File: src/rtl/eros_obi_axil_pkg.sv
// Shared types and AXI4-Lite constants for the EROS OBI-to-AXI4-Lite bridge.
package eros_obi_axil_pkg;

    typedef enum logic {
        TXN_RD = 1'b0,
        TXN_WR = 1'b1
    } txn_e;

    localparam int unsigned AXIL_RESP_W   = 2;
    localparam int unsigned AXIL_PROT_W   = 3;
    localparam logic [AXIL_RESP_W-1:0] AXI_RESP_OKAY = 2'b00;

endpackage

File: src/rtl/eros_obi_axil_order_fifo.sv
// Records the type (read/write) of every granted OBI transaction in issue order so that
// AXI responses are only accepted for the oldest outstanding transaction.
module eros_obi_axil_order_fifo
    import eros_obi_axil_pkg::*;
#(
    parameter int unsigned DEPTH = 4
) (
    input  logic clk_i,
    input  logic rst_i,
    input  logic push_i,
    input  txn_e data_i,
    input  logic pop_i,
    output logic full_o,
    output logic empty_o,
    output txn_e head_o
);

    localparam int unsigned PW    = $clog2(DEPTH);
    localparam int unsigned CNT_W = PW + 1;

    txn_e             mem_q [DEPTH];
    logic [PW-1:0]    wr_ptr_q, rd_ptr_q;
    logic [CNT_W-1:0] count_q,  count_d;

    always_comb begin
        count_d = count_q;
        if (push_i && !pop_i) begin
            count_d = count_q + CNT_W'(1);
        end else if (!push_i && pop_i) begin
            count_d = count_q - CNT_W'(1);
        end
    end

    // Pointers wrap naturally because DEPTH is a power of two.
    always_ff @(posedge clk_i or posedge rst_i) begin
        if (rst_i) begin
            wr_ptr_q <= '0;
            rd_ptr_q <= '0;
            count_q  <= '0;
            for (int i = 0; i < int'(DEPTH); i++) begin
                mem_q[i] <= TXN_RD;
            end
        end else begin
            if (push_i) begin
                mem_q[wr_ptr_q] <= data_i;
                wr_ptr_q        <= wr_ptr_q + PW'(1);
            end
            if (pop_i) begin
                rd_ptr_q <= rd_ptr_q + PW'(1);
            end
            count_q <= count_d;
        end
    end

    assign full_o  = (count_q == CNT_W'(DEPTH));
    assign empty_o = (count_q == '0);
    assign head_o  = mem_q[rd_ptr_q];

endmodule

File: src/rtl/eros_obi_to_axil_bridge.sv
// OBI manager to AXI4-Lite manager bridge; OBI responses are returned strictly in request
// order even when the subordinate completes reads and writes out of order.
module eros_obi_to_axil_bridge
    import eros_obi_axil_pkg::*;
#(
    parameter int unsigned            ADDR_WIDTH      = 32,
    parameter int unsigned            DATA_WIDTH      = 32,
    parameter int unsigned            MAX_OUTSTANDING = 4,
    parameter logic [AXIL_PROT_W-1:0] AXI_PROT        = 3'b000
) (
    input  logic                      clk_i,
    input  logic                      rst_i,
    input  logic                      obi_req_i,
    input  logic                      obi_we_i,
    input  logic [DATA_WIDTH/8-1:0]   obi_be_i,
    input  logic [ADDR_WIDTH-1:0]     obi_addr_i,
    input  logic [DATA_WIDTH-1:0]     obi_wdata_i,
    output logic                      obi_gnt_o,
    output logic                      obi_rvalid_o,
    output logic [DATA_WIDTH-1:0]     obi_rdata_o,
    output logic                      obi_err_o,
    output logic [ADDR_WIDTH-1:0]     m_awaddr_o,
    output logic [AXIL_PROT_W-1:0]    m_awprot_o,
    output logic                      m_awvalid_o,
    input  logic                      m_awready_i,
    output logic [DATA_WIDTH-1:0]     m_wdata_o,
    output logic [DATA_WIDTH/8-1:0]   m_wstrb_o,
    output logic                      m_wvalid_o,
    input  logic                      m_wready_i,
    input  logic [AXIL_RESP_W-1:0]    m_bresp_i,
    input  logic                      m_bvalid_i,
    output logic                      m_bready_o,
    output logic [ADDR_WIDTH-1:0]     m_araddr_o,
    output logic [AXIL_PROT_W-1:0]    m_arprot_o,
    output logic                      m_arvalid_o,
    input  logic                      m_arready_i,
    input  logic [DATA_WIDTH-1:0]     m_rdata_i,
    input  logic [AXIL_RESP_W-1:0]    m_rresp_i,
    input  logic                      m_rvalid_i,
    output logic                      m_rready_o
);

    if (DATA_WIDTH != 32) begin : g_chk_dw
        $error("eros_obi_to_axil_bridge: DATA_WIDTH must be 32");
    end
    if ((MAX_OUTSTANDING < 2) || ((MAX_OUTSTANDING & (MAX_OUTSTANDING - 1)) != 0)) begin : g_chk_depth
        $error("eros_obi_to_axil_bridge: MAX_OUTSTANDING must be a power of two >= 2");
    end

    localparam int unsigned STRB_W = DATA_WIDTH / 8;

    logic                  aw_pend_q, aw_pend_d, w_pend_q, w_pend_d, ar_pend_q, ar_pend_d;
    logic [ADDR_WIDTH-1:0] awaddr_q, awaddr_d, araddr_q, araddr_d;
    logic [DATA_WIDTH-1:0] wdata_q, wdata_d, rdata_q, rdata_d;
    logic [STRB_W-1:0]     wstrb_q, wstrb_d;
    logic                  rvalid_q, rvalid_d, err_q, err_d;

    logic fifo_full, fifo_empty;
    txn_e fifo_head;
    logic gnt, b_hs, r_hs, pop;

    // Full is the registered count, so a pop in the same cycle never reopens the grant.
    assign gnt = !rst_i && obi_req_i && !fifo_full &&
                 (obi_we_i ? (!aw_pend_q && !w_pend_q) : !ar_pend_q);

    assign m_bready_o = !fifo_empty && (fifo_head == TXN_WR);
    assign m_rready_o = !fifo_empty && (fifo_head == TXN_RD);
    assign b_hs       = m_bvalid_i && m_bready_o;
    assign r_hs       = m_rvalid_i && m_rready_o;
    assign pop        = b_hs || r_hs;

    eros_obi_axil_order_fifo #(
        .DEPTH (MAX_OUTSTANDING)
    ) u_order_fifo (
        .clk_i   (clk_i),
        .rst_i   (rst_i),
        .push_i  (gnt),
        .data_i  (obi_we_i ? TXN_WR : TXN_RD),
        .pop_i   (pop),
        .full_o  (fifo_full),
        .empty_o (fifo_empty),
        .head_o  (fifo_head)
    );

    always_comb begin
        aw_pend_d = aw_pend_q;
        w_pend_d  = w_pend_q;
        ar_pend_d = ar_pend_q;
        awaddr_d  = awaddr_q;
        araddr_d  = araddr_q;
        wdata_d   = wdata_q;
        wstrb_d   = wstrb_q;
        rvalid_d  = pop;
        rdata_d   = rdata_q;
        err_d     = 1'b0;

        if (m_awready_i) aw_pend_d = 1'b0;
        if (m_wready_i)  w_pend_d  = 1'b0;
        if (m_arready_i) ar_pend_d = 1'b0;

        if (gnt && obi_we_i) begin
            aw_pend_d = 1'b1;
            w_pend_d  = 1'b1;
            awaddr_d  = obi_addr_i;
            wdata_d   = obi_wdata_i;
            wstrb_d   = obi_be_i;
        end
        if (gnt && !obi_we_i) begin
            ar_pend_d = 1'b1;
            araddr_d  = obi_addr_i;
        end

        if (r_hs) begin
            rdata_d = m_rdata_i;
            err_d   = (m_rresp_i != AXI_RESP_OKAY);
        end else if (b_hs) begin
            rdata_d = '0;
            err_d   = (m_bresp_i != AXI_RESP_OKAY);
        end
    end

    always_ff @(posedge clk_i or posedge rst_i) begin
        if (rst_i) begin
            aw_pend_q <= 1'b0;
            w_pend_q  <= 1'b0;
            ar_pend_q <= 1'b0;
            awaddr_q  <= '0;
            araddr_q  <= '0;
            wdata_q   <= '0;
            wstrb_q   <= '0;
            rvalid_q  <= 1'b0;
            rdata_q   <= '0;
            err_q     <= 1'b0;
        end else begin
            aw_pend_q <= aw_pend_d;
            w_pend_q  <= w_pend_d;
            ar_pend_q <= ar_pend_d;
            awaddr_q  <= awaddr_d;
            araddr_q  <= araddr_d;
            wdata_q   <= wdata_d;
            wstrb_q   <= wstrb_d;
            rvalid_q  <= rvalid_d;
            rdata_q   <= rdata_d;
            err_q     <= err_d;
        end
    end

    assign obi_gnt_o    = gnt;
    assign obi_rvalid_o = rvalid_q;
    assign obi_rdata_o  = rdata_q;
    assign obi_err_o    = err_q;
    assign m_awaddr_o   = awaddr_q;
    assign m_awprot_o   = AXI_PROT;
    assign m_awvalid_o  = aw_pend_q;
    assign m_wdata_o    = wdata_q;
    assign m_wstrb_o    = wstrb_q;
    assign m_wvalid_o   = w_pend_q;
    assign m_araddr_o   = araddr_q;
    assign m_arprot_o   = AXI_PROT;
    assign m_arvalid_o  = ar_pend_q;

`ifndef SYNTHESIS
    a_aw_stable: assert property (@(posedge clk_i) disable iff (rst_i)
        m_awvalid_o && !m_awready_i |=> m_awvalid_o && $stable(m_awaddr_o));
    a_w_stable: assert property (@(posedge clk_i) disable iff (rst_i)
        m_wvalid_o && !m_wready_i |=> m_wvalid_o && $stable(m_wdata_o) && $stable(m_wstrb_o));
    a_ar_stable: assert property (@(posedge clk_i) disable iff (rst_i)
        m_arvalid_o && !m_arready_i |=> m_arvalid_o && $stable(m_araddr_o));
    a_no_push_full: assert property (@(posedge clk_i) disable iff (rst_i)
        !(gnt && fifo_full));
    a_rvalid_b2b: assert property (@(posedge clk_i) disable iff (rst_i)
        obi_rvalid_o && $past(obi_rvalid_o) |-> $past(pop) && $past(pop, 2));
`endif

endmodule
File: config.mk
export PLATFORM = sky130hd
export DESIGN_NAME = eros_obi_to_axil_bridge
export DESIGN_NICKNAME = d
export VERILOG_FILES = /design/src/rtl/eros_obi_axil_pkg.sv /design/src/rtl/eros_obi_axil_order_fifo.sv /design/src/rtl/eros_obi_to_axil_bridge.sv
export SDC_FILE = /design/constraint.sdc
export NUM_CORES = 1
export LEC_CHECK = 0
export ABC_AREA = 1
export ABC_CLOCK_PERIOD_IN_PS = 6800
export BUFFER_PORTS_ARGS = -buffer_cell sky130_fd_sc_hd__clkbuf_2
export CAP_MARGIN = 20
export CELL_PAD_IN_SITES_DETAIL_PLACEMENT = 0
export CELL_PAD_IN_SITES_GLOBAL_PLACEMENT = 2
export CORE_MARGIN = 4
export CORE_UTILIZATION = 27
export CTS_CLUSTER_DIAMETER = 40
export CTS_CLUSTER_SIZE = 12
export DETAILED_ROUTE_END_ITERATION = 8
export PLACE_DENSITY_LB_ADDON = 0.1
export SYNTH_ARGS = -nofsm -noshare
export SYNTH_HDL_FRONTEND = slang
export SYNTH_SLANG_ARGS = --single-unit
export TNS_END_PERCENT = 20
File: constraint.sdc
create_clock -name clk_i -period 6.8 [get_ports clk_i]
set_input_delay 2.04 -clock clk_i [delete_from_list [all_inputs] [get_ports clk_i]]
set_output_delay 2.04 -clock clk_i [all_outputs]
set_load 0.005 [all_outputs]
==> results of run 1 <==
power by group through the flow:
stage	sequential, mW	combinational (mW)	clock, mW
floorplan	1.49	0.610	0
global placement	1.48	1.17	0
detailed placement	1.49	1.19	0
CTS	1.48	1.19	0.998
global route	1.52	1.33	1.04
finish	1.47	1.16	0.959
layout by cell type (no fill, tap or decap):
cell type,count
clkbuf_1,2
bufinv_16,3
nand4_2,1
a31oi_4,1
nand3_2,4
clkinvlp_4,3
buf_4,5
clkinv_4,1
inv_1,79
clkbuf_2,252
conb_1,6
fa_1,1
buf_16,1
nand3_4,1
o21ai_2,1
o21ai_0,28
nand4_1,1
a21oi_1,2
clkinv_2,3
xnor2_1,1
clkbuf_16,17
nand3_1,72
nand2_1,149
a21boi_2,1
o21ai_1,82
inv_2,3
ha_1,5
clkbuf_8,1
a31oi_1,1
nor2_1,2
dfrtp_1,148
xor2_1,3
or2_2,1
inv_6,3
final timing paths:
kind / start / endpoint / slack (ns) / cells after the start
min in group asynchronous: rst_i / m_wdata_o[22] / 1.76 / 3
max: rst_i / obi_gnt_o / 1.75 / 7
max reg2reg: u_order_fifo.count_q[0] / u_order_fifo.count_q[1] / 3.80 / 10
max in group asynchronous: rst_i / m_araddr_o[23] / 3.48 / 5
min reg2reg: m_araddr_o[23] / m_araddr_o[23] / 0.48 / 2
min: m_araddr_o[23] / m_araddr_o[23] / 0.48 / 2
logic make-up (layout without fill, tap and decap cells):
logic type                 after synthesis  in the layout  synth area share
other                                    1              6          0.000621
AOI/OAI and AO/OA                      116            116             0.101
and+or+nand+nor                        231            231             0.165
xor gates and xnor gates                 4              4           0.00581
adders and majority gates                6              6            0.0137
buffers and inverters                  124            373             0.100
DFF                                    148            148             0.614
flip-flops by register name, summed over array words and instances (netlist names), 2 cells and up:
name                   cells
m_wstrb_o                  4
m_awaddr_o                32
u_order_fifo.rd_ptr_q      2
obi_rdata_o               32
u_order_fifo.mem_q         4
m_wdata_o                 32
u_order_fifo.count_q       3
m_araddr_o                32
u_order_fifo.wr_ptr_q      2
routing by layer:
metal  global-route usage  routed length (microns)  vias up
li1                     -                        -     2474
met1                0.174                     7350     2284
met2                0.232                     8410      152
met3               0.0448                     1330       11
met4               0.0430                      180        0
met5                    0                        0        -
tightest hold or removal path: cells and delay by family (launching register included):
family	cells	cell delay [ns]
AOI/OAI and AO/OA	1	0.06
DFF	1	0.34
and+or+nand+nor	1	0.05
through the flow:
step	utilization	worst slack [ns]
after floorplan	-	0.217
after detailed placement	0.339	1.73
after global routing	0.368	1.66
final	0.368	1.75
after CTS	0.367	1.72
after global placement	0.339	1.75
layout make-up:
class                      instances  area (sq um)  share of cell area
timing repair buffer             258          1330               0.165
multi-input combinational        363          1760               0.218
clock buffer                      20           447              0.0555
clock inverter                    12           154              0.0191
inverter                          83           317              0.0393
sequential                       148          3700               0.460
tap                              280           350              0.0435
==> metrics.md, run 1 <==
| Metric | Value |
|---|---|
| Status | completed |
| Async set-reset flop share out of synthesis | 1.00 |
| Final Max Slew Viols | 0 |
| MaxCap Viol Count | 0 |
| Worst slew pin tran | between 1 and 1.5 ns |
| Critical path endpoint category | output port |
| Vias in the first global route | 5009 |
| IO Pins | about 260 |
| Slew HR | 0.332 |
| Die height | ~160 microns |
| Antenna-violating nets left | 0 |
| Psw | ~1.2 mW |
| CTS clk-pin slew, worst paths | 0.06 ns |
| Hold crit path type | flop to flop |
| Fmax achieved | just under 0.2 GHz |
| Layout Skew | 0.00885 ns |
| Aggregate global-route resource usage | 0.139 |
| Top FF cell, synth | dfrtp_1 |
| Num CTS Buffers | 17 |
| CP required | approximately 4.8 ns |
| DR iter-0 viols | approximately 250 |
| Vias per cell | between 4 and 5 |
| Die Width | roughly 160 microns |
| Synth cell count leaders | nand2_1 (149), dfrtp_1 (148), o21ai_1 (82) |
| Sequential element share of the synthesized area | 0.614 |
| Power share of the clock group | 0.267 |
| Routed wire per std cell | 14.8 microns |
| CTS resizes | 0 |
| Area Growth Syn to Fin | 33.5% |
| Nets | 990 |
| Num Clock Sinks | approximately 150 |
| Synth top area share | 0.614 |
| Dpl cells | 1131 |
| Design Area, Final | between 8000 and 9000 sq um |
| Mapped Area | around 6000 sq um |
| Cell taking the most area after synthesis | dfrtp_1 |
| RSZ-0062 raised after global routing | no |
| Non-Filler Instances | between 1000 and 1500 |
| Cell area power density | approximately 450 nW/um^2 |
| # rows | 54 |
| Post-Route WL | between 15000 and 20000 microns |
| Arr. time, crit path | approximately 3 ns |
| Remaining Overflow, GRT | 0 |
| Number of synthesized flops with an enable pin | 0 |
| Count of cell types in the netlist | 26 |
| Worst Path Buf+Inv | 4 |
| H-tree depth | 4 |
| Gate power share | 0.323 |
| Largest net degree at the start of global routing | between 80 and 90 |
| CTS tree | yes |
| Die ar. | approximately 25000 sq um |
| CTS Root Cell | clkbuf_16 |
| Core area | about 22000 sq um |
| Routability Congestion | 0.728 |
| Tmin final | a little over 5 ns |
| CTS Buffer Depth | 2 |
| Register bit count reported by yosys | between 100 and 150 |
| Final hold vios | 0 |
| Critical Path Slowest Stage Cell | a31oi_4 |
| Most common cell in the netlist | nand2_1 |
| Placed Area | 7430 sq um |
| Max rail drop VDD | ~170 uV |
| Post-CTS Setup Bufs | 0 |
| Slowest stage delay, CP | around 0.28 ns |
| CP top delay family | buffers and inverters |
| Antenna violations before repair | 0 |
| DRC violations left | 0 |
| Net Sw Frac | 0.348 |
| Worst Hold Slack | 0.483 ns |
| Crit Path Class | primary input to output port |
| Crit start category | primary input |
| Total power | 3.59 mW |
| Fill cells | 2314 |
| Hold-fix buffers, CTS | 0 |
| Port bufs | 252 |
| Worst path cell trace | clkbuf_2, inv_6, nand2_1, a31oi_4, nand2_1, inv_1, clkbuf_2 |
| DP HPWL | 12400 microns |
| # diodes | 0 |
| Critical Path Fanout Max | 7 |
| Initial core utilization | 0.276 |
| Register share of total power | 0.410 |
| Leakage dissipation | roughly 4.5 nW |
| Mapped Avg Cell Area | around 9.6 sq um |
| Synth area leaders | dfrtp_1 (61%), nand2_1 (9.3%), o21ai_1 (6.8%) |
| Post-synthesis cell count | between 600 and 700 |
| Int Pwr | about 2.3 mW |
| Worst-Skew Late Latency | about 0.42 ns |
| Share of layout cells above drive strength 1 | 0.342 |
| Yosys Warn Count | 0 |
| Period utilisation layout | 0.742 |
| Vias | roughly 5000 |
| Final setup violation count | 0 |
| Post-Route Setup TNS | 0 ns |
| Global-route wire length before repair | ~27000 microns |
| DRT Pass-1 Iters | 4 |
(Power assumes the default switching activity.)
==> run 2, diff against run 1 <==
--- a/config.mk
+++ b/config.mk
@@ -6,7 +6,7 @@
 export NUM_CORES = 1
 export LEC_CHECK = 0
 export ABC_AREA = 1
-export ABC_CLOCK_PERIOD_IN_PS = 6800
+export ABC_CLOCK_PERIOD_IN_PS = 4700
 export BUFFER_PORTS_ARGS = -buffer_cell sky130_fd_sc_hd__clkbuf_2
 export CAP_MARGIN = 20
 export CELL_PAD_IN_SITES_DETAIL_PLACEMENT = 0
==> constraint.sdc (replaced) <==
create_clock -name clk_i -period 4.7 [get_ports clk_i]
set_input_delay 1.41 -clock clk_i [delete_from_list [all_inputs] [get_ports clk_i]]
set_output_delay 1.41 -clock clk_i [all_outputs]
set_load 0.005 [all_outputs]
==> run 2 against run 1 <==
Effect of this change:
- critical path depth is the same
- core utilization is 0.10 points lower
- worst hold slack worse by 0.0026 ns
- via count increased by 0.33%
- die area stayed put
- setup slack got worse by 0.90 ns
- clock skew rose by 0.00071 ns
- critical endpoint unchanged
==> metrics.md, run 2 (synthesized netlist as in run 1, its figures left out) <==
| Metric | Value |
|---|---|
| Status | completed (unchanged) |
| Nets | 992 (was 990) |
| Final core occ | 0.367 (was 0.368) |
| Num CTS Buffers | 17 (unchanged) |
| CTS resizes | 0 (unchanged) |
| Die Width | 158 microns (unchanged) |
| Port bufs | 252 (unchanged) |
| R2r startpoint | u_order_fifo.rd_ptr_q[0] (was u_order_fifo.count_q[0]) |
| Crit Path Class | primary input to output port (unchanged) |
| Global-route wire length before repair | 26800 microns (was 27100 microns) |
| Worst slew pin tran | 0.910 ns (was 1.00 ns) |
| Register area | 3700 sq um (unchanged) |
| Most frequent cells in the layout | clkbuf_2 (252), nand2_1 (149), dfrtp_1 (148) (unchanged) |
| Die height | 158 microns (unchanged) |
| Hold crit path type | flop to flop (unchanged) |
| Area of the multi-input gates | 1760 sq um (unchanged) |
| Antenna-violating nets left | 0 (unchanged) |
| RSZ-0062 raised after global routing | no (unchanged) |
| Worst setup path end | obi_gnt_o (unchanged) |
| Cell area power density | 634 nW/um^2 (was 446 nW/um^2) |
| # rows | 54 (unchanged) |
| CTS Buffer Depth | 2 (unchanged) |
| Critical path endpoint category | output port (unchanged) |
| IO Pins | 259 (unchanged) |
| DP HPWL | 12300 microns (was 12400 microns) |
| Arr. time, crit path | 2.43 ns (was 3.01 ns) |
| MaxCap Viol Count | 0 (unchanged) |
| Commonest non-fill, non-tap cell in the layout | clkbuf_2 (unchanged) |
| Total power | 5.09 mW (was 3.59 mW) |
| Crit start category | primary input (unchanged) |
| Routed wire per std cell | 14.6 microns (was 14.8 microns) |
| Post-CTS Setup Bufs | 0 (unchanged) |
| CTS clk-pin slew, worst paths | 0.06 ns (about the same) |
| Slew HR | 0.393 (was 0.332) |
| Leakage dissipation | 4.51 nW (was 4.53 nW) |
| Routability Congestion | 0.747 (was 0.728) |
| DRC violations left | 0 (unchanged) |
| Fill cells | 2304 (was 2314) |
| Reg2reg path depth | 13 (was 10) |
| Core area | 21900 sq um (unchanged) |
| Hold-fix buffers, CTS | 0 (unchanged) |
| CTS tree | yes (unchanged) |
| Antenna violations before repair | 0 (unchanged) |
| Aggregate global-route resource usage | 0.137 (was 0.139) |
| Fmax achieved | between 0.2 and 0.3 GHz |
| Worst-Skew Late Latency | 0.42 ns (about the same) |
| Share of layout cells above drive strength 1 | 0.342 (about the same) |
| Tmin final | 3.84 ns |
| Largest net degree at the start of global routing | 83 (was 88) |
| Vias | 4937 (was 4921) |
| Reg2Reg Setup Slack | 2.44 ns (was 3.80 ns) |
| Critical Path Fanout Max | 7 (unchanged) |
| Initial core utilization | 0.276 (unchanged) |
| Layout Skew | 0.00957 ns (was 0.00885 ns) |
| Max rail drop VDD | 220 uV (was 172 uV) |
| DR iter-0 viols | 235 (was 252) |
| DRT Pass-1 Iters | 4 (unchanged) |
| Area Growth Syn to Fin | 33.1% (was 33.5%) |
| CP Launch Point | rst_i (unchanged) |
| Remaining Overflow, GRT | 0 (unchanged) |
| Num Clock Sinks | 148 (unchanged) |
| Vias per cell | 4.24 (was 4.23) |
| Die ar. | 24800 sq um (unchanged) |
| Final setup violation count | 0 (unchanged) |
| Post-Route WL | 17100 microns (was 17300 microns) |
| Vias in the first global route | 5108 (was 5009) |
| H-tree depth | 4 (unchanged) |
| CTS Root Cell | clkbuf_16 (unchanged) |
| Post-Route Setup TNS | 0 ns (unchanged) |
| Final Max Slew Viols | 0 (unchanged) |
| CP required | 3.29 ns (was 4.76 ns) |
| # diodes | 0 (unchanged) |
| Final hold vios | 0 (unchanged) |
| Period utilisation layout | 0.817 |
| R2r endpoint | u_order_fifo.count_q[2] (was u_order_fifo.count_q[1]) |
==> run 2: stage by stage <==
step	instance area [sq um]	std cells	hold slack (ns)	setup WS, ns
2_1_floorplan	6060	635	0.453	0.136
3_3_place_gp	7450	1133	0.466	0.844
3_5_place_dp	7450	1133	0.473	0.828
4_1_cts	8010	1164	0.489	0.815
5_1_grt	8030	1165	0.506	0.734
6_report	8030	1165	0.481	0.859
==> run 2: metal layers <==
| layer | part of all wire | vias up | wire [microns] | global-route usage |
|---|---|---|---|---|
| met1 | 0.43 | 2299 | 7330 | 0.171 |
| met3 | 0.070 | 19 | 1190 | 0.0473 |
| met5 | 0 | - | 0 | 0 |
| li1 | - | 2476 | - | - |
| met2 | 0.49 | 143 | 8300 | 0.225 |
| met4 | 0.014 | 0 | 231 | 0.0434 |
==> run 2: worst min-delay path by stage <==
stage	depth (start not counted)	to	start
after global routing	2	m_araddr_o[25]	m_araddr_o[25]
after detailed placement	2	m_awaddr_o[15]	m_awaddr_o[15]
after global placement	2	m_araddr_o[25]	m_araddr_o[25]
after CTS	2	m_araddr_o[28]	m_araddr_o[28]
after floorplan	2	u_order_fifo.mem_q[0]	u_order_fifo.mem_q[0]
final	2	m_awaddr_o[15]	m_awaddr_o[15]
==> run 2: layout make-up <==
type | count | area share
well taps | 280 | 0.0436
inverters | 83 | 0.0394
clock buffers | 20 | 0.0556
repair buffers | 260 | 0.169
multi-input cells | 363 | 0.219
clock inverters | 11 | 0.0129
flip-flops and latches | 148 | 0.461
==> run 2: critical path, stage by stage <==
cell and delay (ns):
clkbuf_2 0.11, inv_6 0.09, nand2_1 0.10, a31oi_4 0.29, nand2_1 0.15, inv_1 0.14
clkbuf_2 0.14
==> run 2: power breakdown <==
part,total (mW),internal (mW),switching [mW],leakage (nW)
logic,1.69,0.735,0.954,2.40
registers,2.13,1.81,0.311,1.86
clock network,1.28,0.741,0.539,0.255
==> run 3, diff against run 2 <==
--- a/config.mk
+++ b/config.mk
@@ -6,13 +6,13 @@
 export NUM_CORES = 1
 export LEC_CHECK = 0
 export ABC_AREA = 1
-export ABC_CLOCK_PERIOD_IN_PS = 4700
+export ABC_CLOCK_PERIOD_IN_PS = 3200
 export BUFFER_PORTS_ARGS = -buffer_cell sky130_fd_sc_hd__clkbuf_2
 export CAP_MARGIN = 20
 export CELL_PAD_IN_SITES_DETAIL_PLACEMENT = 0
 export CELL_PAD_IN_SITES_GLOBAL_PLACEMENT = 2
 export CORE_MARGIN = 4
-export CORE_UTILIZATION = 27
+export CORE_UTILIZATION = 25
 export CTS_CLUSTER_DIAMETER = 40
 export CTS_CLUSTER_SIZE = 12
 export DETAILED_ROUTE_END_ITERATION = 8
==> constraint.sdc (replaced) <==
create_clock -name clk_i -period 3.2 [get_ports clk_i]
set_input_delay 0.96 -clock clk_i [delete_from_list [all_inputs] [get_ports clk_i]]
set_output_delay 0.96 -clock clk_i [all_outputs]
set_load 0.005 [all_outputs]
==> run 3 against run 2 <==
Effect of this change:
- sequential power increased by 47%
- via count is 0.12% higher
- critical path depth fell by 2
- combinational power up 47%
- setup slack worse by 0.52 ns
==> metrics.md, run 3 (synthesized netlist as in run 1, its figures left out) <==
| Metric | Value |
|---|---|
| IO Pins | 259 (unchanged) |
| Antenna-violating nets left | 0 (unchanged) |
| Final core occ | 0.346 (was 0.367) |
| Max rail drop VDD | 397 uV (was 220 uV) |
| Worst slew pin tran | 0.924 ns (was 0.910 ns) |
| # diodes | 0 (unchanged) |
| Post-Route Setup TNS | 0 ns (unchanged) |
| Register area | 3700 sq um (unchanged) |
| Fmax achieved | between 0.3 and 0.4 GHz |
| Initial core utilization | 0.256 (was 0.276) |
| Total power | 7.63 mW (was 5.09 mW) |
| Reg2Reg Setup Slack | 0.93 ns (was 2.44 ns) |
| Int Pwr | 4.94 mW (was 3.29 mW) |
| Met2 global-route usage | 0.215 (was 0.225) |
| CTS resizes | 0 (unchanged) |
| CP required | 2.24 ns (was 3.29 ns) |
| Grt met3 use | 0.0464 (was 0.0473) |
| Cell area power density | 934 nW/um^2 (was 634 nW/um^2) |
| Leakage dissipation | 4.56 nW (was 4.51 nW) |
| Hold crit path type | flop to flop (unchanged) |
| Aggregate global-route resource usage | 0.131 (was 0.137) |
| Crit Path Class | primary input to output port (unchanged) |
| H-tree depth | 4 (unchanged) |
| Num Clock Sinks | 148 (unchanged) |
| DRC violations left | 0 (unchanged) |
| RSZ-0062 raised after global routing | no (unchanged) |
| Vias | 4943 (was 4937) |
| Port bufs | 252 (unchanged) |
| Die ar. | 26700 sq um (was 24800 sq um) |
| Nets | 996 (was 992) |
| Hold-fix buffers, CTS | 0 (unchanged) |
| Period utilisation layout | 0.895 |
| # rows | 56 (was 54) |
| Final setup violation count | 0 (unchanged) |
| Antenna violations before repair | 0 (unchanged) |
| Fill cells | 2543 (was 2304) |
| Routed wire per std cell | 14.4 microns (was 14.6 microns) |
| Arr. time, crit path | 1.91 ns (was 2.43 ns) |
| Commonest non-fill, non-tap cell in the layout | clkbuf_2 (unchanged) |
| Die Width | 163 microns (was 158 microns) |
| CTS clk-pin slew, worst paths | 0.06 ns (about the same) |
| Gate power share | 0.326 (was 0.331) |
| Net Sw Frac | 0.353 (was 0.354) |
| Psw | 2.69 mW (was 1.80 mW) |
| Largest net degree at the start of global routing | 80 (was 83) |
| Final Max Slew Viols | 0 (unchanged) |
| Area of the multi-input gates | 1760 sq um (unchanged) |
| Post-CTS Setup Bufs | 0 (unchanged) |
| GR Util met1 | 0.167 (was 0.171) |
| GRT Max-Usage Layer | met2 (unchanged) |
| CTS tree | yes (unchanged) |
| Core area | 23600 sq um (was 21900 sq um) |
| Critical path endpoint category | output port (unchanged) |
| Critical Path Fanout Max | 7 (unchanged) |
| Area Growth Syn to Fin | 35.4% (was 33.1%) |
| Global-route wire length before repair | 27700 microns (was 26800 microns) |
| Tmin final | approximately 2.9 ns |
| MaxCap Viol Count | 0 (unchanged) |
| Crit start category | primary input (unchanged) |
| Slew HR | 0.384 (was 0.393) |
| Most frequent cells in the layout | clkbuf_2 (252), nand2_1 (149), dfrtp_1 (148) (unchanged) |
| DP HPWL | 12500 microns (was 12300 microns) |
| Status | completed (unchanged) |
| Share of layout cells above drive strength 1 | 0.346 (was 0.342) |
| CTS Buffer Depth | 2 (unchanged) |
| CTS Root Cell | clkbuf_16 (unchanged) |
| Worst-Skew Late Latency | 0.42 ns (about the same) |
| Layout Skew | 0.0147 ns (was 0.00957 ns) |
| Die height | 163 microns (was 158 microns) |
| Routability Congestion | 0.730 (was 0.747) |
| Remaining Overflow, GRT | 0 (unchanged) |
| Vias in the first global route | 5125 (was 5108) |
| Num CTS Buffers | 17 (unchanged) |
| Post-Route WL | 17400 microns (was 17100 microns) |
| DR iter-0 viols | 214 (was 235) |
| Power share of the clock group | 0.264 (was 0.251) |
| Final hold vios | 0 (unchanged) |
| Vias per cell | 4.09 (was 4.24) |
| DRT Pass-1 Iters | 4 (unchanged) |
| Register share of total power | 0.410 (was 0.417) |
==> run 3: cell count changes in the layout (fill, tap and decap cells not counted) <==
cell | previous run | this run
clkinv_4 | 1 | 3
buf_12 | 1 | 2
clkinv_2 | 2 | 0
clkinvlp_4 | 5 | 3
buf_4 | 6 | 9
bufinv_16 | 1 | 2
inv_6 | 3 | 4
inv_12 | 0 | 1
==> run 3: final timing paths <==
| kind | end | start | depth (start not counted) |
|---|---|---|---|
| setup reg to reg | u_order_fifo.count_q[2] | u_order_fifo.rd_ptr_q[0] | 13 |
| max in group asynchronous | m_awaddr_o[31] | rst_i | 3 |
| setup / recovery | obi_gnt_o | obi_we_i | 5 |
| min in group asynchronous | m_araddr_o[25] | rst_i | 3 |
| hold reg to reg | m_awaddr_o[25] | m_awaddr_o[25] | 2 |
| hold / removal | m_awaddr_o[25] | m_awaddr_o[25] | 2 |
==> run 3: area by class of cell <==
type | instances | area share
Timing Repair Buffer | 264 | 0.171
Inverter | 83 | 0.0397
Tap cell | 319 | 0.0488
Sequential cell | 148 | 0.453
Multi-Input combinational cell | 363 | 0.215
Clock buffer | 20 | 0.0547
Clock inverter | 12 | 0.0176
==> run 3: power by group through the flow <==
stage | registers (mW) | clock network (mW) | logic (mW)
final | 3.13 | 2.02 | 2.49
after global placement | 3.14 | 0 | 2.55
after global routing | 3.24 | 2.19 | 2.86
after CTS | 3.14 | 2.11 | 2.57
after floorplan | 3.16 | 0 | 1.30
after detailed placement | 3.16 | 0 | 2.57
==> run 3: worst max-delay path, cell delays in order <==
cell      delay (ns)
clkbuf_2        0.14
o21ai_2         0.37
nand2_1         0.14
inv_1           0.13
clkbuf_2        0.15
==> run 3: per-stage QoR <==
step | cell area [sq um] | setup WS (ns) | cells | hold slack [ns]
floorplan | 6070 | 0.0498 | 635 | 0.453
global placement | 7550 | 0.246 | 1176 | 0.470
detailed placement | 7550 | 0.239 | 1176 | 0.477
CTS | 8140 | 0.309 | 1208 | 0.493
global route | 8170 | 0.221 | 1209 | 0.506
finish | 8170 | 0.335 | 1209 | 0.489
==> run 3: layer usage <==
metal / share of wire / routed length, microns / vias up
li1: - / - / 2492
met1: 0.44 / 7580 / 2291
met2: 0.48 / 8390 / 149
met3: 0.073 / 1260 / 11
met4: 0.0081 / 140 / 0
met5: 0 / 0 / -
